[src/rtl/sm83_pkg.sv]
// Shared types and constants for the SM83 interrupt controller.
package sm83_pkg;

  // Interrupt sources; the enum value is also the IF/IE bit and the priority rank.
  typedef enum logic [2:0] {
    IRQ_VBLANK = 3'd0,
    IRQ_STAT   = 3'd1,
    IRQ_TIMER  = 3'd2,
    IRQ_SERIAL = 3'd3,
    IRQ_JOYPAD = 3'd4
  } irq_src_e;

  // Dispatch sequencer states; D0..D4 are the five M-cycles of an interrupt entry.
  typedef enum logic [2:0] {
    ST_IDLE = 3'd0,
    ST_D0   = 3'd1,
    ST_D1   = 3'd2,
    ST_D2   = 3'd3,
    ST_D3   = 3'd4,
    ST_D4   = 3'd5
  } irq_state_e;

  localparam logic [15:0] ADDR_IF  = 16'hFF0F;
  localparam logic [15:0] ADDR_IE  = 16'hFFFF;
  localparam logic [15:0] VEC_BASE = 16'h0040;

endpackage

[src/rtl/sm83_irq_prio.sv]
// Lowest-set-bit priority encoder: bit 0 is the most urgent source.
module sm83_irq_prio #(
  parameter int unsigned N     = 5,
  parameter int unsigned IDX_W = 3
) (
  input  logic [N-1:0]     req,
  output logic             valid,
  output logic [IDX_W-1:0] idx
);

  // Scan from the top down so the lowest set bit is the last one written.
  always_comb begin
    valid = 1'b0;
    idx   = '0;
    for (int i = int'(N) - 1; i >= 0; i--) begin
      if (req[i]) begin
        valid = 1'b1;
        idx   = IDX_W'(i);
      end
    end
  end

endmodule

[src/rtl/sm83_irq_ctl.sv]
// SM83 interrupt/halt sequencer: IE/IF registers, IME, HALT and the 5-M-cycle dispatch.
module sm83_irq_ctl #(
  parameter int unsigned N_IRQ    = 5,
  parameter logic [15:0] VEC_BASE = sm83_pkg::VEC_BASE
) (
  input  logic             clk,
  input  logic             rst_n,
  input  logic             m_tick,
  input  logic [N_IRQ-1:0] irq_req,
  input  logic             instr_boundary,
  input  logic             op_ei,
  input  logic             op_di,
  input  logic             op_reti,
  input  logic             op_halt,
  input  logic             reg_we,
  input  logic             reg_sel,
  input  logic [7:0]       reg_wdata,
  output logic [7:0]       reg_rdata,
  output logic             ime,
  output logic             halted,
  output logic             halt_bug,
  output logic             disp_active,
  output logic [2:0]       disp_step,
  output logic             push_hi,
  output logic             push_lo,
  output logic             load_vec,
  output logic [15:0]      vector
);

  import sm83_pkg::*;

  localparam int unsigned IDX_W = (N_IRQ > 1) ? $clog2(N_IRQ) : 1;

  logic [7:0]       ie_q;
  logic [N_IRQ-1:0] if_q;
  logic [N_IRQ-1:0] if_d;
  logic             ime_q;
  logic             ei_pend_q;
  logic             halted_q;
  logic             halt_bug_q;
  irq_state_e       state_q;
  logic [2:0]       step_q;
  logic             active_q;
  logic             push_hi_q;
  logic             push_lo_q;
  logic             load_vec_q;
  logic [15:0]      vector_q;

  logic             ie_wr;
  logic             if_wr;
  logic [N_IRQ-1:0] pending;
  logic             any_pending;
  logic [7:0]       ie_eff;
  logic [N_IRQ-1:0] resolve_pending;
  logic             resolve;
  logic             dispatch_go;
  logic             prio_valid;
  logic [IDX_W-1:0] prio_idx;
  logic [N_IRQ-1:0] clr_mask;

  assign ie_wr       = m_tick & reg_we & reg_sel;
  assign if_wr       = m_tick & reg_we & ~reg_sel;
  assign pending     = ie_q[N_IRQ-1:0] & if_q;
  assign any_pending = |pending;

  // The high-byte push can land on IE in the very M-cycle that resolves priority,
  // so the resolver sees the value being written this tick rather than the stale one.
  assign ie_eff          = ie_wr ? reg_wdata : ie_q;
  assign resolve_pending = ie_eff[N_IRQ-1:0] & if_q;
  assign resolve         = m_tick & (state_q == ST_D2);
  assign dispatch_go     = m_tick & (state_q == ST_IDLE) & instr_boundary & ime_q & any_pending;
  assign clr_mask        = (resolve & prio_valid) ? (N_IRQ'(1) << prio_idx) : '0;

  sm83_irq_prio #(
    .N     (N_IRQ),
    .IDX_W (IDX_W)
  ) u_prio (
    .req   (resolve_pending),
    .valid (prio_valid),
    .idx   (prio_idx)
  );

  // Next IF: acknowledge clear, then CPU write, then peripheral requests win per bit.
  always_comb begin
    if_d = if_q & ~clr_mask;
    if (if_wr) if_d = reg_wdata[N_IRQ-1:0];
    if_d = if_d | irq_req;
  end

  // IF samples requests every clk; IE only changes on CPU writes.
  always_ff @(posedge clk or negedge rst_n) begin
    if (!rst_n) begin
      if_q <= '0;
      ie_q <= '0;
    end else begin
      if_q <= if_d;
      if (ie_wr) ie_q <= reg_wdata;
    end
  end

  // IME and the one-instruction EI delay; later rules override earlier ones.
  always_ff @(posedge clk or negedge rst_n) begin
    if (!rst_n) begin
      ime_q     <= 1'b0;
      ei_pend_q <= 1'b0;
    end else if (m_tick) begin
      if (ei_pend_q && instr_boundary) begin
        ime_q     <= 1'b1;
        ei_pend_q <= 1'b0;
      end
      if (op_reti) ime_q <= 1'b1;
      if (op_ei) ei_pend_q <= 1'b1;
      if (op_di) begin
        ime_q     <= 1'b0;
        ei_pend_q <= 1'b0;
      end
      if (dispatch_go) ime_q <= 1'b0;
    end
  end

  // HALT entry on m_tick, wake on any clk with a pending source, and the HALT bug pulse.
  always_ff @(posedge clk or negedge rst_n) begin
    if (!rst_n) begin
      halted_q   <= 1'b0;
      halt_bug_q <= 1'b0;
    end else begin
      if (halted_q && any_pending) halted_q <= 1'b0;
      else if (m_tick && op_halt && !halted_q && (ime_q || !any_pending)) halted_q <= 1'b1;
      if (m_tick) halt_bug_q <= op_halt & ~ime_q & any_pending;
    end
  end

  // Dispatch sequencer with registered step strobes and the latched vector.
  always_ff @(posedge clk or negedge rst_n) begin
    if (!rst_n) begin
      state_q    <= ST_IDLE;
      step_q     <= 3'd0;
      active_q   <= 1'b0;
      push_hi_q  <= 1'b0;
      push_lo_q  <= 1'b0;
      load_vec_q <= 1'b0;
      vector_q   <= 16'h0000;
    end else if (m_tick) begin
      unique case (state_q)
        ST_IDLE: begin
          if (dispatch_go) begin
            state_q  <= ST_D0;
            step_q   <= 3'd0;
            active_q <= 1'b1;
          end
        end
        ST_D0: begin
          state_q <= ST_D1;
          step_q  <= 3'd1;
        end
        ST_D1: begin
          state_q   <= ST_D2;
          step_q    <= 3'd2;
          push_hi_q <= 1'b1;
        end
        ST_D2: begin
          state_q   <= ST_D3;
          step_q    <= 3'd3;
          push_hi_q <= 1'b0;
          push_lo_q <= 1'b1;
          vector_q  <= prio_valid ? (VEC_BASE + (16'(prio_idx) << 3)) : 16'h0000;
        end
        ST_D3: begin
          state_q    <= ST_D4;
          step_q     <= 3'd4;
          push_lo_q  <= 1'b0;
          load_vec_q <= 1'b1;
        end
        ST_D4: begin
          state_q    <= ST_IDLE;
          step_q     <= 3'd0;
          load_vec_q <= 1'b0;
          active_q   <= 1'b0;
        end
        default: begin
          state_q    <= ST_IDLE;
          step_q     <= 3'd0;
          active_q   <= 1'b0;
          push_hi_q  <= 1'b0;
          push_lo_q  <= 1'b0;
          load_vec_q <= 1'b0;
        end
      endcase
    end
  end

  // Register read mux; unimplemented IF bits read as ones.
  always_comb begin
    reg_rdata = 8'hFF;
    if (reg_sel) reg_rdata = ie_q;
    else reg_rdata[N_IRQ-1:0] = if_q;
  end

  assign ime         = ime_q;
  assign halted      = halted_q;
  assign halt_bug    = halt_bug_q;
  assign disp_active = active_q;
  assign disp_step   = step_q;
  assign push_hi     = push_hi_q;
  assign push_lo     = push_lo_q;
  assign load_vec    = load_vec_q;
  assign vector      = vector_q;

endmodule

[config.mk]
export PLATFORM = sky130hd
export DESIGN_NAME = sm83_irq_ctl
export DESIGN_NICKNAME = d
export VERILOG_FILES = /design/src/rtl/sm83_pkg.sv /design/src/rtl/sm83_irq_prio.sv /design/src/rtl/sm83_irq_ctl.sv
export SDC_FILE = /design/constraint.sdc
export NUM_CORES = 1
export LEC_CHECK = 0
export ABC_CLOCK_PERIOD_IN_PS = 2200
export CAP_MARGIN = 20
export CORE_MARGIN = 5
export CORE_UTILIZATION = 44
export DETAILED_ROUTE_END_ITERATION = 12
export PLACE_DENSITY = 0.79
export SYNTH_ARGS = -nofsm -noshare
export SYNTH_HDL_FRONTEND = slang
export SYNTH_SLANG_ARGS = --single-unit
[constraint.sdc]
create_clock -name clk -period 2.2 [get_ports clk]
set_clock_uncertainty 0.1 [all_clocks]
set_input_delay 0.66 -clock clk [delete_from_list [all_inputs] [get_ports clk]]
set_output_delay 0.66 -clock clk [all_outputs]
set_load 0.01 [all_outputs]
==> results by group <==
Place
  – Dpl ws: -674 ps
  – Post-DP HPWL: 2.98 mm
  – I/O Buffers: 44
  – Cells after DPL: 259
  – Routability congestion estimate: around 0.83

Detailed routing
  – Routed wire length: around 3.9 mm
  – Via Count: around 1400
  – 1st-iter DRT viols: 87
  – Antenna viol nets, final: 0
  – # DRC: 0
  – Wire per inst: between 10 and 15 um
  – Drt pass-1 iters: 4
  – Vias per inst: a little over 5

Logic synthesis
  – Synth warnings: 0
  – Top post-synthesis cells by area: dfrtp_1, mux2_2, buf_4
  – Synth Flop Type: dfrtp_1
  – Area leader, netlist: dfrtp_1
  – Yosys cell types: 33
  – Synthesized flop and latch total: 31
  – Synth Area per Inst: between 10 and 15 sq um
  – Register area share after synthesis: between 40% and 50%
  – Share of async-settable or async-resettable flops after synthesis: between 90% and 100%
  – EDFF count, synth: 0
  – Post-Syn Area: ~1600 sq um
  – Synth top area share: roughly half
  – Synth Instances: approximately 160

Layout
  – Post-Layout Cell Count: about 270
  – FILL cells: 268
  – Nets@finish: 244
  – Synth-to-layout area growth: 40.4%
  – Most frequent cells in the layout: clkdlybuf4s50_1, dfrtp_1, nand2_1, buf_4, conb_1
  – N_diodes: 0
  – Commonest non-fill, non-tap cell in the layout: clkdlybuf4s50_1
  – Layout cells sized above 1: 24.1%

GRT
  – Pin count of the biggest net entering global routing: 32
  – GRT Util Overall: between 15 and 20%
  – Initial antenna violation count: 0
  – First-pass GRT wire length: between 6 and 7 mm
  – Vias in the first global route: around 1400
  – Remaining global-route overflow: 0

Worst setup path
  – CP dominant cell by count: buf_6
  – Crit path max-delay family: compound AO/OA/AOI/OAI gates
  – CP Class: in -> reg
  – CP arrival: 2270 ps
  – CP Launch Type: input pin
  – Slowest-stage cell, CP: a221oi_4
  – Worst Reg2Reg Path Length in Cells: 5
  – Crit end category: flop
  – Worst path bufs/invs: 4
  – Crit path required time: about 2300 ps
  – Critical Path, Cell by Cell: buf_2 -> buf_6 -> buf_6 -> buf_6 -> nand3_4 -> mux2_4 -> a221oi_4 -> a31oi_1 -> a211o_1
  – Crit-path max cell delay: 360 ps
  – Critical Path Stages: 9
  – Largest fanout on the critical path: 8

Clock tree
  – CTS tree: done
  – CTS root buffer: clkbuf_4
  – Clock Sink Count: 31
  – Total CTS buffers: 5
  – Worst-path clk slew: roughly 90 ps
  – Hold-fix buffer count after cts: 0
  – Htree depth: 2
  – CTS max path bufs: 2
  – Later-pin clock latency in the skew report: about 330 ps

Timing
  – Slew Limit Fails: 0
  – Final setup viols: 0
  – Fin. Hold Viols: 0
  – F_max: roughly 460 MHz
  – Unrepaired setup endpoints after global routing: no
  – Final Cycle Share: ~98%
  – Hold_ws: 398 ps
  – Tmin final: about 2200 ps
  – Worst Setup Slack, final: 45.0 ps

Floorplan
  – Initial core utilization: between 40% and 50%
  – Die Span Y: ~70 um
  – Die width: about 70 um
  – Rows: 21
  – # IOs: between 50 and 60
  – Die area: approximately 5000 sq um
  – Core area: around 3400 sq um

Power
  – Leak: 1.02 nW
  – Worst vdd ir: 0.000494 V
  – Power, Total: ~2.0 mW
  – PD cells: between 800 and 900 nW/um^2

Run status
  – Outcome: complete, no violations

Hold path
  – HP Class: reg -> reg
  – Hold path depth: 2

Flow run
  – Max cap viols: 0
power breakdown:
part | leakage (nW) | total [mW] | internal (mW) | switching (mW)
clock | 0.0242 | 0.289 | 0.113 | 0.176
sequential | 0.364 | 0.875 | 0.726 | 0.149
combinational | 0.633 | 0.831 | 0.471 | 0.360
cells in the mapped netlist (2+ instances only):
cell       n
nand3_1    2
nand2b_1   4
dfrtp_1   31
buf_4     12
clkbuf_1   5
inv_1      9
a211o_1    4
a22oi_1    2
a22o_1     2
or2_2      2
o21ai_0   11
nand2_1   22
nor2_1     6
mux2_2    13
o22ai_1    3
a21oi_1    9
a31oi_1    3
area by class of cell:
cell class	instances	area (sq um)	share of cell area, %
clock buffers	6	41.3	1.85
repair buffers	65	592	26.5
flip-flops and latches	31	776	34.8
inverters	9	33.8	1.52
multi-input cells	109	729	32.7
well taps	46	57.6	2.58
per-layer routing:
metal	routed length (um)	up-vias	global-route usage, %
li1	-	655	-
met4	109	0	8.94
met1	1630	672	19.8
met2	1910	42	27.9
met3	244	9	6.60
met5	0	-	0
worst paths after layout:
kind,startpoint,end,slack (ps)
setup / recovery,reg_sel,if_q[4],40
hold / removal,load_vec,load_vec,400
setup reg to reg,if_q[1],state_q[0],340
hold reg to reg,load_vec,load_vec,400
max in group asynchronous,rst_n,if_q[1],1110
min in group asynchronous,rst_n,load_vec,600
registers in the layout, indices dropped and copies added (netlist names), 3 cells and up:
signal,count
disp_step,3
ie_q,8
if_q,5
state_q,3
vector,4
per-stage QoR:
| step | util, % | setup TNS [ps] | cell area [sq um] |
|---|---|---|---|
| after global placement | 63.3 | -8880 | 2160 |
| after CTS | 65.2 | 0 | 2230 |
| after detailed placement | 63.3 | -9510 | 2160 |
| after floorplan | - | 0 | 1630 |
| final | 65.3 | 0 | 2230 |
| after global routing | 65.3 | 0 | 2230 |
cell families (layout without fill, tap and decap cells):
family	count (synthesis)	in the layout	share of synthesized area, %
compound gates	43	43	19.0
simple gates	40	40	12.1
flops	31	31	48.9
buf+inv	27	80	9.69
mux	14	14	10.2
other cells	1	12	0.236
tightest hold or removal path, delay by kind of cell, from the launching register on:
family | cells | cell delay [ps]
AO/OA/AOI/OAI | 1 | 70
AND/OR/NAND/NOR | 1 | 40
flip-flops | 1 | 350
timing repair:
action                                  in CTS  in global routing
gates resized for setup                     40                  2
setup buffers                                1                  0
endpoints found under the setup margin      16                  3
pin swaps                                    7                  2
No activity file was read; power rests on OpenSTA's default activity.
